$ cat src/rtl/atomic_counter_pkg.sv
// -----------------------------------------------------------------------------
// atomic_counter_pkg
// Shared types and default sizing for the atomic-counter read bus.
//   reader_state_e  : initiator FSM states
//   *_DEF           : default widths / timeout used as top-level parameter defaults
// -----------------------------------------------------------------------------
package atomic_counter_pkg;

    localparam int DATABUS_DEF     = 32;
    localparam int COUNTLEN_DEF    = 64;
    localparam int ACK_TIMEOUT_DEF = 16;
    localparam int PERIOD_W_DEF    = 16;

    typedef enum logic [2:0] {
        IDLE     = 3'd0,
        REQ_LSB  = 3'd1,
        WAIT_LSB = 3'd2,
        REQ_MSB  = 3'd3,
        WAIT_MSB = 3'd4,
        DONE     = 3'd5
    } reader_state_e;

endpackage

$ cat src/rtl/cycle_timer.sv
// -----------------------------------------------------------------------------
// cycle_timer
// Loadable down-counter that flags expiry when it is enabled at zero, then
// reloads itself so it can also serve as a free-running period generator.
// Ports:
//   clk, reset   : clock, asynchronous active-low reset
//   i_load       : force counter to i_load_val (has priority over i_en)
//   i_load_val   : reload / start value (expiry after i_load_val+1 enabled cycles)
//   i_en         : count down one step per cycle
//   o_expire     : high in the enabled cycle in which the counter is zero
// -----------------------------------------------------------------------------
module cycle_timer #(
    parameter int W = 16
) (
    input  logic         clk,
    input  logic         reset,
    input  logic         i_load,
    input  logic [W-1:0] i_load_val,
    input  logic         i_en,
    output logic         o_expire
);

    logic [W-1:0] r_count;
    logic         w_zero;

    assign w_zero   = (r_count == '0);
    assign o_expire = i_en && !i_load && w_zero;

    always_ff @(posedge clk or negedge reset) begin
        if (!reset) begin
            r_count <= '0;
        end else if (i_load) begin
            r_count <= i_load_val;
        end else if (i_en) begin
            r_count <= w_zero ? i_load_val : (r_count - 1'b1);
        end
    end

endmodule

$ cat src/rtl/atomic_counter_reader.sv
// -----------------------------------------------------------------------------
// atomic_counter_reader
// Initiator of the two-phase atomic counter read: an LSB phase that also makes
// the responder snapshot its MSB, followed by an MSB phase. The reassembled
// value is presented on value_o with a one-cycle valid_o pulse.
// Build option: define ATOMIC_READER_DELTA_EN to add delta_o, the modular
// difference between the new and the previous value_o.
// Ports:
//   clk, reset     : clock, asynchronous active-low reset
//   start_i        : single-cycle host read request (queued once if busy)
//   periodic_en_i  : enable autonomous reads every period_i cycles
//   period_i       : read interval in cycles, 0 = periodic reads disabled
//   req_o/atomic_o : one-cycle bus request; atomic_o=1 LSB+snapshot, 0 MSB
//   ack_i/count_i  : responder acknowledge with data word in the same cycle
//   busy_o         : transaction in flight
//   value_o        : last successfully read value
//   valid_o        : one-cycle pulse when value_o updates
//   timeout_o      : one-cycle pulse when a phase got no ack in time
//   delta_o        : (ATOMIC_READER_DELTA_EN only) value_o minus previous value
// -----------------------------------------------------------------------------
module atomic_counter_reader
    import atomic_counter_pkg::*;
#(
    parameter int DATABUS     = DATABUS_DEF,
    parameter int COUNTLEN    = COUNTLEN_DEF,   // must be 2*DATABUS
    parameter int ACK_TIMEOUT = ACK_TIMEOUT_DEF, // >= 2
    parameter int PERIOD_W    = PERIOD_W_DEF
) (
    input  logic                clk,
    input  logic                reset,
    input  logic                start_i,
    input  logic                periodic_en_i,
    input  logic [PERIOD_W-1:0] period_i,
    output logic                req_o,
    output logic                atomic_o,
    input  logic                ack_i,
    input  logic [DATABUS-1:0]  count_i,
    output logic                busy_o,
    output logic [COUNTLEN-1:0] value_o,
    output logic                valid_o,
    output logic                timeout_o
`ifdef ATOMIC_READER_DELTA_EN
    ,
    output logic [COUNTLEN-1:0] delta_o
`endif
);

    localparam int              TO_W    = $clog2(ACK_TIMEOUT);
    localparam logic [TO_W-1:0] TO_LOAD = TO_W'(ACK_TIMEOUT - 1);

    reader_state_e        r_state, w_next;
    logic                 r_pending;
    logic [DATABUS-1:0]   r_lsb;
    logic [COUNTLEN-1:0]  r_value;
    logic                 r_req, r_atomic, r_busy, r_valid, r_timeout;
    logic                 w_wait, w_to_expire, w_per_active, w_wrap, w_abort;
    logic [COUNTLEN-1:0]  w_new_value;

    assign w_wait       = (r_state == WAIT_LSB) || (r_state == WAIT_MSB);
    assign w_per_active = periodic_en_i && (period_i != '0);
    assign w_new_value  = {count_i, r_lsb};

    // Held loaded outside the WAIT states, so every WAIT entry starts a fresh
    // ACK_TIMEOUT-cycle window; expiry lands on the last cycle of the window.
    cycle_timer #(.W(TO_W)) u_ack_timer (
        .clk        (clk),
        .reset      (reset),
        .i_load     (!w_wait),
        .i_load_val (TO_LOAD),
        .i_en       (w_wait),
        .o_expire   (w_to_expire)
    );

    // Counting down from period_i-1 is the mirror of counting 0..period_i-1;
    // holding it loaded while disabled is the "cleared" state.
    cycle_timer #(.W(PERIOD_W)) u_period_timer (
        .clk        (clk),
        .reset      (reset),
        .i_load     (!w_per_active),
        .i_load_val (period_i - 1'b1),
        .i_en       (w_per_active),
        .o_expire   (w_wrap)
    );

    always_ff @(posedge clk or negedge reset) begin
        if (!reset) r_state <= IDLE;
        else        r_state <= w_next;
    end

    always_comb begin
        w_next  = r_state;
        w_abort = 1'b0;
        case (r_state)
            IDLE:     if (start_i || r_pending || w_wrap) w_next = REQ_LSB;
            REQ_LSB:  w_next = WAIT_LSB;
            WAIT_LSB: begin
                if (ack_i) begin
                    w_next = REQ_MSB;
                end else if (w_to_expire) begin
                    w_next  = IDLE;
                    w_abort = 1'b1;
                end
            end
            REQ_MSB:  w_next = WAIT_MSB;
            WAIT_MSB: begin
                if (ack_i) begin
                    w_next = DONE;
                end else if (w_to_expire) begin
                    w_next  = IDLE;
                    w_abort = 1'b1;
                end
            end
            DONE:     w_next = IDLE;
            default:  w_next = IDLE;
        endcase
    end

    // Any trigger seen in IDLE launches the read directly, so pending only
    // collects requests that arrive mid-transaction; extra ones merge into it.
    always_ff @(posedge clk or negedge reset) begin
        if (!reset)                 r_pending <= 1'b0;
        else if (r_state == IDLE)   r_pending <= 1'b0;
        else if (start_i || w_wrap) r_pending <= 1'b1;
    end

    // Outputs are registered from the next state so they line up with it.
    always_ff @(posedge clk or negedge reset) begin
        if (!reset) begin
            r_req     <= 1'b0;
            r_atomic  <= 1'b0;
            r_busy    <= 1'b0;
            r_valid   <= 1'b0;
            r_timeout <= 1'b0;
            r_lsb     <= '0;
            r_value   <= '0;
        end else begin
            r_req     <= (w_next == REQ_LSB) || (w_next == REQ_MSB);
            r_atomic  <= (w_next == REQ_LSB);
            r_busy    <= (w_next != IDLE);
            r_valid   <= (w_next == DONE);
            r_timeout <= w_abort;
            if (r_state == WAIT_LSB && ack_i) r_lsb   <= count_i;
            if (r_state == WAIT_MSB && ack_i) r_value <= w_new_value;
        end
    end

`ifdef ATOMIC_READER_DELTA_EN
    logic [COUNTLEN-1:0] r_delta;

    // r_value is 0 out of reset, so the first delta equals the first value.
    always_ff @(posedge clk or negedge reset) begin
        if (!reset)                            r_delta <= '0;
        else if (r_state == WAIT_MSB && ack_i) r_delta <= w_new_value - r_value;
    end

    assign delta_o = r_delta;
`endif

    assign req_o     = r_req;
    assign atomic_o  = r_atomic;
    assign busy_o    = r_busy;
    assign valid_o   = r_valid;
    assign timeout_o = r_timeout;
    assign value_o   = r_value;

endmodule

$ cat config.mk
export PLATFORM = sky130hd
export DESIGN_NAME = atomic_counter_reader
export DESIGN_NICKNAME = d
export VERILOG_FILES = /design/src/rtl/atomic_counter_pkg.sv /design/src/rtl/cycle_timer.sv /design/src/rtl/atomic_counter_reader.sv
export SDC_FILE = /design/constraint.sdc
export NUM_CORES = 1
export LEC_CHECK = 0
export BUFFER_PORTS_ARGS = -buffer_cell sky130_fd_sc_hd__buf_2
export CAP_MARGIN = 20
export CORE_MARGIN = 4
export CORE_UTILIZATION = 36
export CTS_BUF_LIST = sky130_fd_sc_hd__clkbuf_8
export DETAILED_ROUTE_END_ITERATION = 10
export HOLD_SLACK_MARGIN = 0.15
export PLACE_DENSITY = 0.54
export SETUP_SLACK_MARGIN = 0.3
export SYNTH_ARGS = -nofsm -noshare
export SYNTH_HDL_FRONTEND = slang
export SYNTH_SLANG_ARGS = --single-unit
$ cat constraint.sdc
create_clock -name clk -period 2.5 [get_ports clk]
set_clock_uncertainty 0.15 [all_clocks]
set_input_delay 0.375 -clock clk [delete_from_list [all_inputs] [get_ports clk]]
set_output_delay 0.375 -clock clk [all_outputs]
set_load 0.005 [all_outputs]
======== Yosys cells after proc, flatten, opt, wreduce, memory -nomap -nowiden ========
Cells that the tools add are included.
word-level totals
  bits in registers ....................... 125
cells by class
  add/subtract/negate cells ............... 3
  equality and inequality tests ........... 7
  mux-type cells .......................... 14
  reductions and logical operators ........ 17
operators by type and width
  kind                                                 count
  2-to-1 mux 16 bit                                    2
  subtractor 16 x 1 -> 16 bit, second input constant   2
  zero test 16 bit                                     1
  nonzero test 16 bit                                  1
  case mux 3 bit (5 select lines)                      1
  2-to-1 mux 3 bit                                     4
  equality test 3 x 2 -> 1 bit, second input constant  3
  2-to-1 mux 4 bit                                     2
  equality test 3 x 1 -> 1 bit, second input constant  2
  equality test 3 bit, second input constant           2
  logical AND 1 bit                                    5
  logical OR 1 bit                                     5
  2-to-1 mux 1 bit                                     5
  zero test 4 bit                                      1
  subtractor 4 x 1 -> 4 bit, second input constant     1
  zero test 3 bit                                      1
  nonzero test 3 bit                                   1
  nonzero test 2 bit                                   1
  OR reduction 2 bit                                   1

======== Logic depth before layout (Yosys ltp) ========
Gate-level depths: netlist (run 1).
  word-level depth ........................ 8
  mapped depth ............................ 8
  depth with buffers taken out ............ 7

======== Cells and area by module ========
From an unflattened synthesis (run 1), not the netlist that was laid out.
second synthesis, totals
  cells, all modules ...................... 448
  area total of the unflattened synthesis .. 5602.9 um^2
by module, submodules not included
  module                        times used  cells each  area each (um^2)  seq. area each (um^2)
  atomic_counter_reader         1           286         4201.5            2627.5
  cycle_timer (u_period_timer)  1           128         1114.8            400.4
  cycle_timer (u_ack_timer)     1           34          286.5             100.1

======== Least setup slack after synthesis (run 1) ========
OpenSTA, ideal clock, no wires.
  path type ............................... input port to flip-flop
  start ................................... input period_i[0]
  end ..................................... register u_period_timer.r_count[13]
  library setup time ...................... 126 ps
  arrival ................................. 2070 ps
  required time ........................... 2224 ps
  slack ................................... 154 ps
  stages on the path ...................... 7
  cells stage by stage .................... inv_1 ha_1 or4b_2 o41ai_4 nor2_2 buf_6 mux2i_1
on the way
  cells in the longest elaborated chain, start to end .. 3
  elaborated cells between the ends (all ways) .. 5
RTL lines
  element                                                             RTL line                                                  source
  start: declaration                                                  atomic_counter_reader.sv:33                               input logic [PERIOD_W-1:0] period_i,
  subtractor 16 x 1 -> 16 bit or nonzero test 16 bit (tied branches)  atomic_counter_reader.sv:80, atomic_counter_reader.sv:60
  2-to-1 mux 16 bit or logical AND 1 bit (tied branches)              cycle_timer.sv:35, atomic_counter_reader.sv:60
  2-to-1 mux 16 bit (*)                                               cycle_timer.sv:32                                         end else if (i_load) begin
  end signal: assignment                                              cycle_timer.sv:33                                         r_count <= i_load_val;
  end signal: assignment                                              cycle_timer.sv:35                                         r_count <= w_zero ? i_load_val : (r_count - 1'b1);
  end: declaration                                                    cycle_timer.sv:23                                         logic [W-1:0] r_count;
Mark *: on every way between the ends. The rest lies on a longest branch, timed or not.
A chain may end at the register's enable or synchronous reset.

======== Worst setup path in the final report (run 1) ========
  start ................................... register u_period_timer.r_count[9]
  end ..................................... register u_period_timer.r_count[8]
on the way
  cells in the longest elaborated chain, start to end .. 3
RTL lines
  element            RTL line           source
  zero test 16 bit   cycle_timer.sv:26  assign w_zero = (r_count == '0);
  2-to-1 mux 16 bit  cycle_timer.sv:35
  2-to-1 mux 16 bit  cycle_timer.sv:32
Every way passes these cells.

==> results.md, run 1 <==
- Die width: 129 microns
- Initial antenna violation count: 0
- Hold path startpoint: period_i[8]
- Global-route wire length before repair: 18700 microns
- Total negative slack: 0 ns
- Layout cell share with drive strength beyond 1: 0.476
- Via-per-instance ratio: 4.71
- Setup violators final: 0
- Post-route DRC violation count: 0
- Die area: 0.0165 sq mm
- Synth Register Bits: 125
- Hold Crit Class: input port to flip-flop
- Max-slew violation count: 0
- Total core area: 0.0140 sq mm
- Clock Path Buffers: 2
- Congestion Overflow GR: 0
- Pwr dens: 1050 mW/mm^2
- Period minus WS final: 2.22 ns
- Reg2reg end: u_period_timer.r_count[8]$_DFF_PN0_
- Worst hold path cell count: 3
- Most frequent cells in the layout: dfrtp_1, buf_2, mux2_2
- Worst Setup Start Kind: flip-flop
- Hold Fails Final Rpt: 0
- Starting Density: 0.373
- Antenna-violating nets left: 0
- Final worst slack: 0.284 ns
- Max Cap Viol: 0
- Global placement routability congestion: 0.777
- Critical Path RT: 2.62 ns
- Total GRT Usage: 0.144
- Yosys top cell area share: 0.598
- Yosys cell types: 37
- Wire length per cell: 15.0 microns
- Nets: 612
- R2R setup slack: 0.28 ns
- Fin crit share: 0.886
- Cell accounting for the most synthesized area: dfrtp_1
- R2R depth: 5
- Synthesized area per cell: 14.0 sq um
- First-pass DRT Iterations: 4
- Layout area overhead: 35.4%
- Register area share after synthesis: 0.598
- Via Count: 3530
- Die height: 129 microns
- Largest net degree at the start of global routing: 66
- Most common cell after layout, fill and taps aside: dfrtp_1
- Max Fclk: 451 MHz
- CP max FO: 15
- Clk slew on worst S/H paths: 0.07 ns
- Number of rows in the core area: 43
- Clock sink count: 125
- Dpl ws: 0.0541 ns
- Hold endpoint: u_period_timer.r_count[8]$_DFF_PN0_
- Antenna Cells: 0
- Status: finished, final reports clean
- Critical path capture point type: flip-flop
- I/O Pins: 122
- Ranking of synthesized cells by area: dfrtp_1, mux2_2, xnor2_1, mux2i_1, xor2_1
- Mapped Nets: 429
- TritonCTS clock tree: yes
- Clock root buffer: clkbuf_8
- Routed wire length: 11200 microns
- RSZ-0062 raised after global routing: yes
- Iteration-0 DRC Markers: 124
- Slew headroom: 0.622
- Worst reg2reg startpoint: u_period_timer.r_count[9]$_DFF_PN0_
- Gate count after technology mapping: 373
- Yosys warns: 0
- Netlist Area Pre-Place: 0.00523 sq mm
- H-tree depth: 4
- Worst-Margin Slew: 0.566 ns
- Worst Path Class, Setup: flip-flop to flip-flop
- Post-DP HPWL: 7520 microns
- Number of global-route vias before repair: 3725
- WP data arrival: 2.34 ns
- Worst-Skew Late Latency: 0.42 ns
- Buffers on Ports: 121
- LEAKAGE: 3.24 nW
- Cts bufs inserted: 17
- Worst VDD drop: 0.000622 V
## cell usage after synthesis (all sizes together)
| library cell | count |
|---|---|
| o311ai | 1 |
| o21ai | 2 |
| xnor2 | 18 |
| inv | 8 |
| mux2 | 96 |
| nand2 | 10 |
| a2bb2oi | 1 |
| xor2 | 11 |
| ha | 3 |
| or2 | 1 |
| nor3 | 13 |
| nand4 | 1 |
| or4b | 1 |
| nor3b | 3 |
| a21oi | 3 |
| nand3b | 4 |
| buf | 2 |
| nand3 | 3 |
| clkbuf | 13 |
| nand2b | 1 |
| or3 | 3 |
| nor2b | 1 |
| o41ai | 1 |
| and3 | 1 |
| o211ai | 1 |
| dfrtp | 125 |
| mux2i | 15 |
| or4 | 6 |
| nor2 | 18 |
| nor4 | 4 |
| or3b | 1 |
| nor4bb | 1 |
| o21a | 1 |
## critical path, cell delays in order, from the launching register on
cell     delay [ns]
dfrtp_1        0.41
or4_4          0.53
or4_4          0.48
nor3_4         0.17
nor2_4         0.15
mux2i_1        0.17
## worst max path at each step
stage                                                    from                                    to  slack, ns  cells past startpoint
after floorplan           u_period_timer.r_count[7]$_DFF_PN0_                      busy_o$_DFF_PN0_       0.30                      5
after global placement                            period_i[0]                      busy_o$_DFF_PN0_       0.09                      8
after detailed placement                          period_i[0]                      busy_o$_DFF_PN0_       0.05                      8
after CTS                 u_period_timer.r_count[9]$_DFF_PN0_   u_period_timer.r_count[8]$_DFF_PN0_       0.27                      5
after global routing      u_period_timer.r_count[9]$_DFF_PN0_  u_period_timer.r_count[15]$_DFF_PN0_       0.23                      5
final                     u_period_timer.r_count[9]$_DFF_PN0_   u_period_timer.r_count[8]$_DFF_PN0_       0.28                      5
## flip-flops by register name, summed over array words and instances, names as in the netlist
signal and count:
u_period_timer.r_count 16, valid_o 1, r_lsb 32, req_o 1, u_ack_timer.r_count 4, atomic_o 1
busy_o 1, r_state 3, timeout_o 1, r_pending 1, value_o 64
## per-layer routing
metal / GRT usage / wire, microns / vias to the layer above
met4: 0.0488 / 166 / 0
met2: 0.240 / 5700 / 80
li1: - / - / 1680
met5: 0 / 0 / -
met1: 0.178 / 4840 / 1756
met3: 0.0473 / 545 / 14
## power by group
| group | switching (mW) | internal, mW |
|---|---|---|
| sequential | 0.466 | 2.90 |
| clock | 0.773 | 1.06 |
| combinational | 0.871 | 1.34 |
## metrics by stage
step / hold WS [ns] / utilization / power, mW / cell area (sq um) / std cells
6_report: 0.184 / 0.504 / 7.40 / 7080 / 749
5_1_grt: 0.153 / 0.504 / 7.91 / 7080 / 749
2_1_floorplan: -0.0706 / - / 4.60 / 5250 / 373
3_3_place_gp: 0.178 / 0.437 / 5.49 / 6130 / 666
3_5_place_dp: 0.182 / 0.437 / 5.59 / 6130 / 666
4_1_cts: 0.151 / 0.503 / 7.52 / 7060 / 747
## timing repair
action,CTS,global route
endpoints found under the hold margin,179,0
endpoints found under the setup margin,20,19
buffers inserted,1,2
pin swaps,2,1
hold buffers,48,0
gates resized for setup,3,2
## final cells by class
type,instances,area [sq um]
tap,180,225
clock buffer,20,275
clock inverter,12,144
inverter,8,30.0
fill,1231,6960
timing repair buffer,179,1210
multi-input combinational,225,2070
sequential,125,3130
## cell families (layout without fill, tap and decap cells)
group | after synthesis | after routing | synth area share
multiplexers | 111 | 111 | 0.235
XOR/XNOR | 29 | 29 | 0.0486
flip-flops | 125 | 125 | 0.598
adder cells (fa/ha/maj) | 3 | 3 | 0.00718
AND/OR/NAND/NOR | 72 | 72 | 0.0768
AO/OA/AOI/OAI | 10 | 10 | 0.0163
buffers and inverters | 23 | 219 | 0.0179
(Power assumes the default switching activity.)
==> run 2: changes to the inputs <==
Settings changed: CORE_ASPECT_RATIO from default to 0.9, SETUP_SLACK_MARGIN 0.3 to 0.15.
==> results.md, run 2 (synthesis gave the netlist of run 1 again) <==
- Die width: 135 microns
- Sequential power share: 0.450
- Net Sw Frac: 0.280
- Largest net degree at the start of global routing: 66
- Initial antenna violation count: 0
- First-pass DRT Iterations: 4
- Comb pwr share: 0.292
- Status: finished, final reports clean
- Routed wire length: 11500 microns
- Critical Path RT: 2.65 ns
- Global-route wire length before repair: 18900 microns
- Setup violators final: 0
- Buffers on Ports: 121
- Starting Density: 0.371
- Worst VDD drop: 0.000475 V
- Int Power: 5.39 mW
- Final core occ: 0.505
- Via-per-instance ratio: 4.64
- Number of global-route vias before repair: 3778
- Clock sink count: 125
- Total GRT Usage: 0.147
- Antenna Cells: 0
- Total core area: 0.0141 sq mm
- Post-route DRC violation count: 0
- R2R setup slack: 0.21 ns
- Clock root buffer: clkbuf_8
- WL met2: 5940 microns
- Congestion Overflow GR: 0
- Most common cell after layout, fill and taps aside: dfrtp_1
- Wire length on met3: 638 microns
- Layout cell share with drive strength beyond 1: 0.483
- Hold Crit Class: input port to flip-flop
- Die area: 0.0165 sq mm
- Layout area overhead: 36.1%
- Antenna-violating nets left: 0
- Post-DP HPWL: 7730 microns
- Via Count: 3555
- Max Cap Viol: 0
- Period minus WS final: 2.34 ns
- Highest metal used: met4
- Number of rows in the core area: 41
- Die height: 122 microns
- Switching power: 2.10 mW
- Max Fclk: 428 MHz
- Clk slew on worst S/H paths: 0.07 ns
- Fin crit share: 0.935
- I/O Pins: 122
- Pwr dens: 1050 mW/mm^2
- Final hold slack: 0.167 ns
- Cts bufs inserted: 17
- Hold Fails Final Rpt: 0
- Worst-Skew Late Latency: 0.43 ns
- LEAKAGE: 3.27 nW
- Max-slew violation count: 0
- Wire length per cell: 15.0 microns
- CP max FO: 4
- Clock Path Buffers: 2
- H-tree depth: 4
- Worst Setup Start Kind: input port
- Global placement routability congestion: 0.775
- Worst Path Class, Setup: input port to flip-flop
- Max reg flops: 64
- Slew headroom: 0.658
- Iteration-0 DRC Markers: 130
- Final Power: 7.49 mW
- WP data arrival: 2.48 ns
- Critical path capture point type: flip-flop
- Worst-Margin Slew: 0.513 ns
- TritonCTS clock tree: yes
- Most frequent cells in the layout: dfrtp_1, buf_2, mux2_2
- RSZ-0062 raised after global routing: yes
- Clock share of power: 0.258
- Met1 wire length: 4740 microns
- Nets: 616
[run 2: critical path, cell delays in order]
cell           delay, ns
dlygate4sd3_1       0.53
buf_2               0.14
or4_1               0.53
o41ai_4             0.36
buf_4               0.21
nor4_4              0.05
a21oi_2             0.17
o211ai_1            0.11
[run 2: metrics by stage]
stage | TNS [ns] | std cells | setup slack (ns) | cell area (sq um)
4_1_cts | 0 | 762 | 0.160 | 7060
3_3_place_gp | -1.02 | 685 | -0.0746 | 6160
5_1_grt | 0 | 766 | 0.136 | 7120
3_5_place_dp | -1.60 | 685 | -0.106 | 6160
2_1_floorplan | 0 | 373 | 0.154 | 5230
6_report | 0 | 766 | 0.163 | 7120
[run 2: area by class of cell]
cell class                      count  area [sq um]
Inverter                            8          30.0
Multi-Input combinational cell    226          2070
Fill cell                        1261          6990
Clock inverter                     12           168
Tap cell                          193           241
Clock buffer                       20           275
Timing Repair Buffer              182          1210
Sequential cell                   125          3130
[run 2: power groups by stage]
stage / clock [mW] / sequential [mW] / combinational [mW]
CTS: 1.99 / 3.38 / 2.23
floorplan: 0 / 3.34 / 1.25
global route: 2.09 / 3.50 / 2.44
finish: 1.93 / 3.37 / 2.19
detailed placement: 0 / 3.41 / 2.17
global placement: 0 / 3.36 / 2.12
[run 2: what timing repair did]
item | 4_1_cts | 5_1_grt
hold buffers | 45 | 1
pin swaps | 0 | 3
gates resized for setup | 2 | 5
setup buffers | 0 | 2
endpoints found under the hold margin | 112 | 1
endpoints found under the setup margin | 10 | 19
cloned | 0 | 1
[run 2: metal layers]
metal	up-vias	GRT usage
li1	1701	-
met1	1765	0.176
met2	77	0.247
met3	12	0.0561
met4	0	0.0479
met5	-	0
[run 2: worst paths after layout]
check                                                          from                             endpoint  cells past startpoint
worst min register to register  u_period_timer.r_count[0]$_DFF_PN0_  u_period_timer.r_count[0]$_DFF_PN0_                      1
min in group asynchronous                                     reset              value_o[32]$_DFFE_PN0P_                      2
worst max register to register  u_period_timer.r_count[7]$_DFF_PN0_  u_period_timer.r_count[6]$_DFF_PN0_                      5
max in group asynchronous                                     reset              value_o[59]$_DFFE_PN0P_                      3
worst min-delay path                                    period_i[4]  u_period_timer.r_count[4]$_DFF_PN0_                      3
worst max-delay path                                   period_i[15]                     busy_o$_DFF_PN0_                      8
